===== src/rtl/alu_seq.sv =====
// alu_seq: multi-cycle ALU with add/sub in one cycle and iterative mul/div.
// Result and z/n/c/w flags are registered and held until the next completion.
module alu_seq #(
  parameter int N = 32
) (
  input  logic         clock,
  input  logic         reset,
  input  logic         in_valid,
  output logic         ready,
  input  logic [1:0]   op,
  input  logic [N-1:0] a,
  input  logic [N-1:0] b,
  output logic         out_valid,
  output logic [N-1:0] o,
  output logic         z,
  output logic         n,
  output logic         c,
  output logic         w
);

  localparam int CW = $clog2(N);

  typedef enum logic [1:0] {
    IDLE = 2'd0,
    RUN  = 2'd1,
    DONE = 2'd2
  } state_t;

  state_t st, st_nx;

  logic [CW-1:0]  cnt;
  logic           op_div;
  logic [2*N-1:0] prod;
  logic [2*N-1:0] mcand;
  logic [N-1:0]   mplier;
  logic [N-1:0]   bq;
  logic [N-1:0]   quo;
  logic [N-1:0]   rem;

  logic           accept;
  logic           last;
  logic [N:0]     sum;
  logic [N:0]     dif;
  logic [2*N-1:0] prod_nx;
  logic [N:0]     rtry;
  logic [N:0]     rsub;
  logic           qbit;
  logic [N-1:0]   rem_nx;
  logic [N-1:0]   quo_nx;

  logic           wr_en;
  logic [N-1:0]   res_o;
  logic           res_c;
  logic           res_w;

  assign accept = in_valid && ready;
  assign last   = (cnt == CW'(N - 1));

  // Full-width arithmetic: carry, borrow and product high half stay visible
  always_comb begin
    sum     = {1'b0, a} + {1'b0, b};
    dif     = {1'b0, a} - {1'b0, b};
    prod_nx = mplier[0] ? prod + mcand : prod;
    rtry    = {rem, quo[N-1]};
    rsub    = rtry - {1'b0, bq};
    qbit    = !rsub[N];
    rem_nx  = qbit ? rsub[N-1:0] : rtry[N-1:0];
    quo_nx  = {quo[N-2:0], qbit};
  end

  // Select the value and flags written at a completion edge
  always_comb begin
    wr_en = 1'b0;
    res_o = '0;
    res_c = 1'b0;
    res_w = 1'b0;
    if (st == RUN && last) begin
      wr_en = 1'b1;
      if (op_div) begin
        res_o = (bq == '0) ? '1 : quo_nx;
        res_w = (bq == '0);
      end else begin
        res_o = prod_nx[N-1:0];
        res_c = |prod_nx[2*N-1:N];
      end
    end else if (accept && !op[1]) begin
      wr_en = 1'b1;
      unique case (1'b1)
        op[0]: begin
          res_o = dif[N-1:0];
          res_c = dif[N];
          res_w = (a[N-1] != b[N-1]) &&
                  (dif[N-1] != a[N-1]);
        end
        default: begin
          res_o = sum[N-1:0];
          res_c = sum[N];
          res_w = (a[N-1] == b[N-1]) &&
                  (sum[N-1] != a[N-1]);
        end
      endcase
    end
  end

  // State register
  always_ff @(posedge clock) begin
    if (reset) st <= IDLE;
    else       st <= st_nx;
  end

  // Next-state logic
  always_comb begin
    st_nx = st;
    unique case (st)
      IDLE, DONE: begin
        if (accept) st_nx = op[1] ? RUN : DONE;
        else        st_nx = IDLE;
      end
      RUN:     st_nx = last ? DONE : RUN;
      default: st_nx = IDLE;
    endcase
  end

  // Handshake outputs decoded from state
  always_comb begin
    ready     = (st == IDLE) || (st == DONE);
    out_valid = (st == DONE);
  end

  // Operand load, iteration datapath and result/flag registers
  always_ff @(posedge clock) begin
    if (reset) begin
      cnt    <= '0;
      op_div <= 1'b0;
      prod   <= '0;
      mcand  <= '0;
      mplier <= '0;
      bq     <= '0;
      quo    <= '0;
      rem    <= '0;
      o      <= '0;
      z      <= 1'b0;
      n      <= 1'b0;
      c      <= 1'b0;
      w      <= 1'b0;
    end else begin
      if (accept && op[1]) begin
        cnt    <= '0;
        op_div <= op[0];
        prod   <= '0;
        mcand  <= {{N{1'b0}}, a};
        mplier <= b;
        bq     <= b;
        quo    <= a;
        rem    <= '0;
      end else if (st == RUN) begin
        cnt    <= cnt + CW'(1);
        prod   <= prod_nx;
        mcand  <= mcand << 1;
        mplier <= mplier >> 1;
        quo    <= quo_nx;
        rem    <= rem_nx;
      end
      if (wr_en) begin
        o <= res_o;
        z <= (res_o == '0);
        n <= res_o[N-1];
        c <= res_c;
        w <= res_w;
      end
    end
  end

endmodule


===== config.mk =====
export PLATFORM = sky130hd
export DESIGN_NAME = alu_seq
export DESIGN_NICKNAME = d
export VERILOG_FILES = /design/src/rtl/alu_seq.sv
export SDC_FILE = /design/constraint.sdc
export NUM_CORES = 1
export LEC_CHECK = 0
export CORE_MARGIN = 2
export CORE_UTILIZATION = 30
export CTS_CLUSTER_DIAMETER = 40
export DETAILED_ROUTE_END_ITERATION = 8
export PLACE_DENSITY = 0.44
export RECOVER_POWER = 50
export REMOVE_ABC_BUFFERS = 1
export SLEW_MARGIN = 20
export SYNTH_ARGS = -nofsm -noshare
export SYNTH_HDL_FRONTEND = slang
export SYNTH_SLANG_ARGS = --single-unit

===== constraint.sdc =====
create_clock -name clock -period 4.6 [get_ports clock]
set_clock_uncertainty 0.15 [all_clocks]
set_input_delay 1.38 -clock clock [delete_from_list [all_inputs] [get_ports clock]]
set_output_delay 1.38 -clock clock [all_outputs]
set_load 0.005 [all_outputs]

### Word-level counts from Yosys, hierarchy flattened

Index checks and enable logic that the tools add are counted.

* input bits: 69
* logic and storage cells: 70
* bits in registers: 300

* reductions and logical operators: 16
* mux-type cells: 27
* add/subtract/negate cells: 5
* eq/ne operators: 7

Operator list (count)
* 32-bit 2-to-1 mux: 12
* 64-bit adder: 1
* 32-bit zero test: 2
* 64-bit 2-to-1 mux: 1
* 32-bit by 32-bit adder with 33-bit output: 1
* 32-bit by 32-bit subtractor with 33-bit output: 1
* 33-bit by 32-bit subtractor with 33-bit output: 1
* 32-bit OR reduction: 1
* 1-bit 2-to-1 mux: 10
* 1-bit logical AND: 6
* 2-bit 2-to-1 mux: 3
* 5-bit by 1-bit adder with 5-bit output (second input constant): 1
* 5-bit == test (second input constant): 1
* 2-bit one-hot mux with 2 select lines: 1
* 2-bit OR reduction: 2
* 1-bit inequality test: 3
* 2-bit by 1-bit == test with 1-bit output (second input constant): 1
* 2-bit == test (second input constant): 1
* 1-bit zero test: 2
* 2-bit zero test: 1
* 2-bit nonzero test: 1
* 1-bit == test: 1
* 1-bit logical OR: 1

### Logic depth before layout (Yosys ltp)

* depth after elaboration: 7
* gate-level depth with buffers: 16

### Worst setup path after synthesis

OpenSTA, ideal clock, no wires.

* path type: input to register
* start: input port b[6]
* end: register z
* arrival: 4423 ps
* cell stages on the path: 15
* library setup time: 60 ps
* setup slack: -33 ps
* required time: 4390 ps
* path through: inv_1 > ha_1 > clkbuf_1 > nor2_1 > a221o_1 > or3_1 > o21ai_1 > a21oi_1 > a311o_1 > a221oi_1 > o21ai_0 > xnor2_1 > a2111oi_0 > nand4_1 > nand2_1

* word-level cells in the longest chain between the ends: 5
* elaborated cells between the ends (all ways): 6

RTL lines
* start, declared: RTL line 12 `input logic [N-1:0] b,`
* 32-bit by 32-bit adder with 33-bit output or 32-bit by 32-bit subtractor with 33-bit output (tied branches): RTL line 61, 62
* 32-bit 2-to-1 mux (*): RTL line 88 `unique case (1'b1)`
* 32-bit 2-to-1 mux (*): RTL line 86 `end else if (accept && !op[1]) begin`
* 32-bit 2-to-1 mux (*): RTL line 77 `if (st == RUN && last) begin`
* 32-bit zero test (*): RTL line 166 `z <= (res_o == '0);`
* end signal, assigned: RTL line 166
* end, declared: RTL line 15 `output logic z,`

Every way passes the cells marked *; elsewhere a longest branch is shown, timed or not.
A chain may end at the register's enable or synchronous reset.

### Final worst setup path

* start: register mcand[0]
* end: register c

* word-level cells in the longest chain between the ends: 5

RTL lines
* start, declared: RTL line 34 `logic [2*N-1:0] mcand;`
* start signal, assigned: RTL line 151 `mcand <= {{N{1'b0}}, a};`
* start signal, assigned: RTL line 159 `mcand <= mcand << 1;`
* 64-bit adder: RTL line 63 `prod_nx = mplier[0] ? prod + mcand : prod;`
* 64-bit 2-to-1 mux: RTL line 63
* 32-bit OR reduction: RTL line 84 `res_c = |prod_nx[2*N-1:N];`
* 1-bit 2-to-1 mux: RTL line 79 `if (op_div) begin`
* 1-bit 2-to-1 mux: RTL line 77
* end signal, assigned: RTL line 168 `c <= res_c;`
* end, declared: RTL line 17 `output logic c,`

No other way between the ends.

==> run metrics <==
status finished with violations; failing checks max-capacitance violations, max-slew violations; Hold/Removal Path Class register to register; fin crit period 4.46 ns; clk root buf clkbuf_16; EDFF count, synth 0; DRT iter0 DRCs 1,597; Crit. Startpoint mcand[0]; ys flop type dfxtp_1; share of cells above drive strength 1 0.189; boundary pin count 107; critical path peak fanout 3; crit path launch type register; R2R Setup Slk 0.14 ns; Rows 98; CP top delay family compound AO/OA/AOI/OAI gates; drt via density 5.37; clock power share 0.501; Worst path most repeated cell buf_4; Clock transition at path regs 0.05 ns; initial core utilization 0.304; Synth area leaders dfxtp_1 27%, nand2_1 10%, ha_1 9.2%, a21oi_1 8.3%, nor2_1 4.3%; endpoints failing hold 0; ANT nets after route 0; WP depth 16; Slew headroom -0.266; WP buf/inv 2; reg2reg end c; Power, Total 10.4 mW; Seq cells post-synth 299; first-pass GRT wire length 143,000 um; r2r startpoint mcand[0]; Async S/R FF share, synth 0; CP Data Arrival Time 4.80 ns; Sequential Power Share 0.270; Yosys Warn Count 0; critical path capture point type register; internal power 7.22 mW; Post-Layout Cell Count 4,449; Die X 273 um; Synth top cells by count 583 x nand2_1, 360 x a21oi_1, 299 x dfxtp_1; peak supply drop 323 uV; dpl cells 4,315; Post-DP HPWL 73,500 um; Synth Cell Area 21,800 um2; final worst-path cycle share 0.970; largest net degree at the start of global routing 161; crit path kind register to register; Sw Ratio 0.308; Area Overhead vs Synth 35.7%; first-pass iteration count of the detailed router 5; clk buf depth 3; vias post-DR 23,900; Final Max Tran Viols 68; Crit-path slowest cell or3_1; Unique masters post-synth 89; CTS sink cnt 299; CTS Buf Count 68; vias in the first global route 23,700; fmax 0.224 GHz; Ant. Diodes 0; CP max stage delay 0.48 ns; final count of negative-setup-slack endpoints 0; reg2reg path depth 16; WP data required 4.93 ns; most frequent cell after synthesis nand2_1; TritonCTS clock tree built; Core ar. 71,700 um2; leak pwr 11.8 nW; Residual DRC 0; sw power 3.20 mW; worst-margin pin slew 1.90 ns; cells along the critical path ha_2, fa_2, a21oi_2, o211ai_1, buf_4, a21oi_1, buf_4, or2_2, o41ai_2, a31oi_2, mux2i_1, nor4b_2, o2111ai_2, nand4bb_1, or3_1, o311a_1; wire per inst 21.2 um; Synth area leader dfxtp_1; P per Cell Area 353 nW/um2; GRT Util Overall 0.249; initial antenna violation count 2; H-tree Lvls 3; Worst setup endpoint c; nets@finish 3,679; gpl congestion 0.963; Cells after Synth 3,052; worst skew pair latency 0.61 ns; die height 273 um; Max Cap Viol 2; hold buffers post-CTS 0; post-synth top area share 0.275; Gate power share 0.229; setup TNS 0 ns; count of input and output buffers 106; GR Overflow Total 0; post-synthesis sequential area ratio 0.275; Min-Delay Path Depth 2; WL final 94,500 um; DIE AREA 74,800 um2; synthesized area per cell 7.14 um2
-- metal layers --
layer	part of all wire	global-route usage
met1	0.44	0.318
met2	0.48	0.426
met5	0.00017	0
met3	0.043	0.0325
met4	0.035	0.0884
-- worst register-to-register path, delay by kind of cell, from the launching register on --
kind / cells / cell delay, ns
AND/OR/NAND/NOR: 4 / 1.41
AO/OA/AOI/OAI: 7 / 1.44
adder cells (fa/ha/maj): 2 / 0.47
flip-flops: 1 / 0.37
buffers and inverters: 2 / 0.31
multiplexers: 1 / 0.20
-- metrics by stage --
stage / util / cell area, um2 / worst slack [ns] / hold slack [ns]
2_1_floorplan: - / 21100 / -9.66 / 0.281
3_5_place_dp: 0.368 / 26400 / -1.03 / 0.296
3_3_place_gp: 0.368 / 26400 / -0.988 / 0.294
4_1_cts: 0.406 / 29100 / 0.000364 / 0.303
5_1_grt: 0.412 / 29600 / -0.0327 / 0.316
6_report: 0.412 / 29600 / 0.137 / 0.300
-- cell type report --
type	instances	area (um2)
clock buffers	78	1820
repair buffers	508	4190
clock inverters	46	618
multi-input cells	2440	15300
flip-flops and latches	299	5990
fillers	7464	42200
well taps	950	1190
inverters	128	480
-- cell usage in the layout, fill, tap and decap left out, types with 69 or more instances in the layout --
master           count
nand2_1            582
buf_4              385
a21oi_1            347
dfxtp_1            298
nor2_1             246
ha_1               146
o21ai_0            136
inv_1              123
a31oi_1            111
xnor2_1             70
clkbuf_16           70
clkdlybuf4s50_1     69
-- power by group through the flow --
| stage | registers (mW) | logic, mW | clock network [mW] |
|---|---|---|---|
| 3_3_place_gp | 2.87 | 2.29 | 0 |
| 4_1_cts | 2.82 | 2.34 | 5.32 |
| 6_report | 2.82 | 2.38 | 5.22 |
| 3_5_place_dp | 2.87 | 2.29 | 0 |
| 5_1_grt | 2.83 | 2.61 | 5.44 |
| 2_1_floorplan | 2.83 | 1.30 | 0 |
-- logic make-up (layout without fill, tap and decap cells) --
| group | Yosys count | in the layout | share of synthesized area |
|---|---|---|---|
| and+or+nand+nor | 1166 | 1166 | 0.236 |
| AOI/OAI and AO/OA | 967 | 967 | 0.279 |
| buffers and inverters | 313 | 760 | 0.0553 |
| DFF | 299 | 299 | 0.275 |
| adders and majority gates | 165 | 165 | 0.0962 |
| xor gates and xnor gates | 116 | 116 | 0.0466 |
| muxes | 26 | 26 | 0.0122 |
-- repair_timing --
action                     in CTS  in global routing
resized for setup              46                116
setup endpoints to repair       5                  8
buffers inserted                6                  5
pin swaps                      17                 47
gates cloned                    0                  0
-- flip-flops by register name, summed over array words and instances, names as in the netlist --
name and flops:
bq 32, c 1, cnt 5, mcand 64, mplier 32, o 32
op_div 1, prod 64, quo 32, rem 32, st 2, w 1
z 1
-- how the worst min path moves through the flow --
stage / from / to / slack [ns]
2_1_floorplan: mplier[31] / mplier[31] / 0.28
3_5_place_dp: o[4] / o[4] / 0.30
5_1_grt: o[21] / o[21] / 0.32
6_report: o[4] / o[4] / 0.30
4_1_cts: o[4] / o[4] / 0.30
3_3_place_gp: o[4] / o[4] / 0.29
Power figures use the tool's default switching activity.
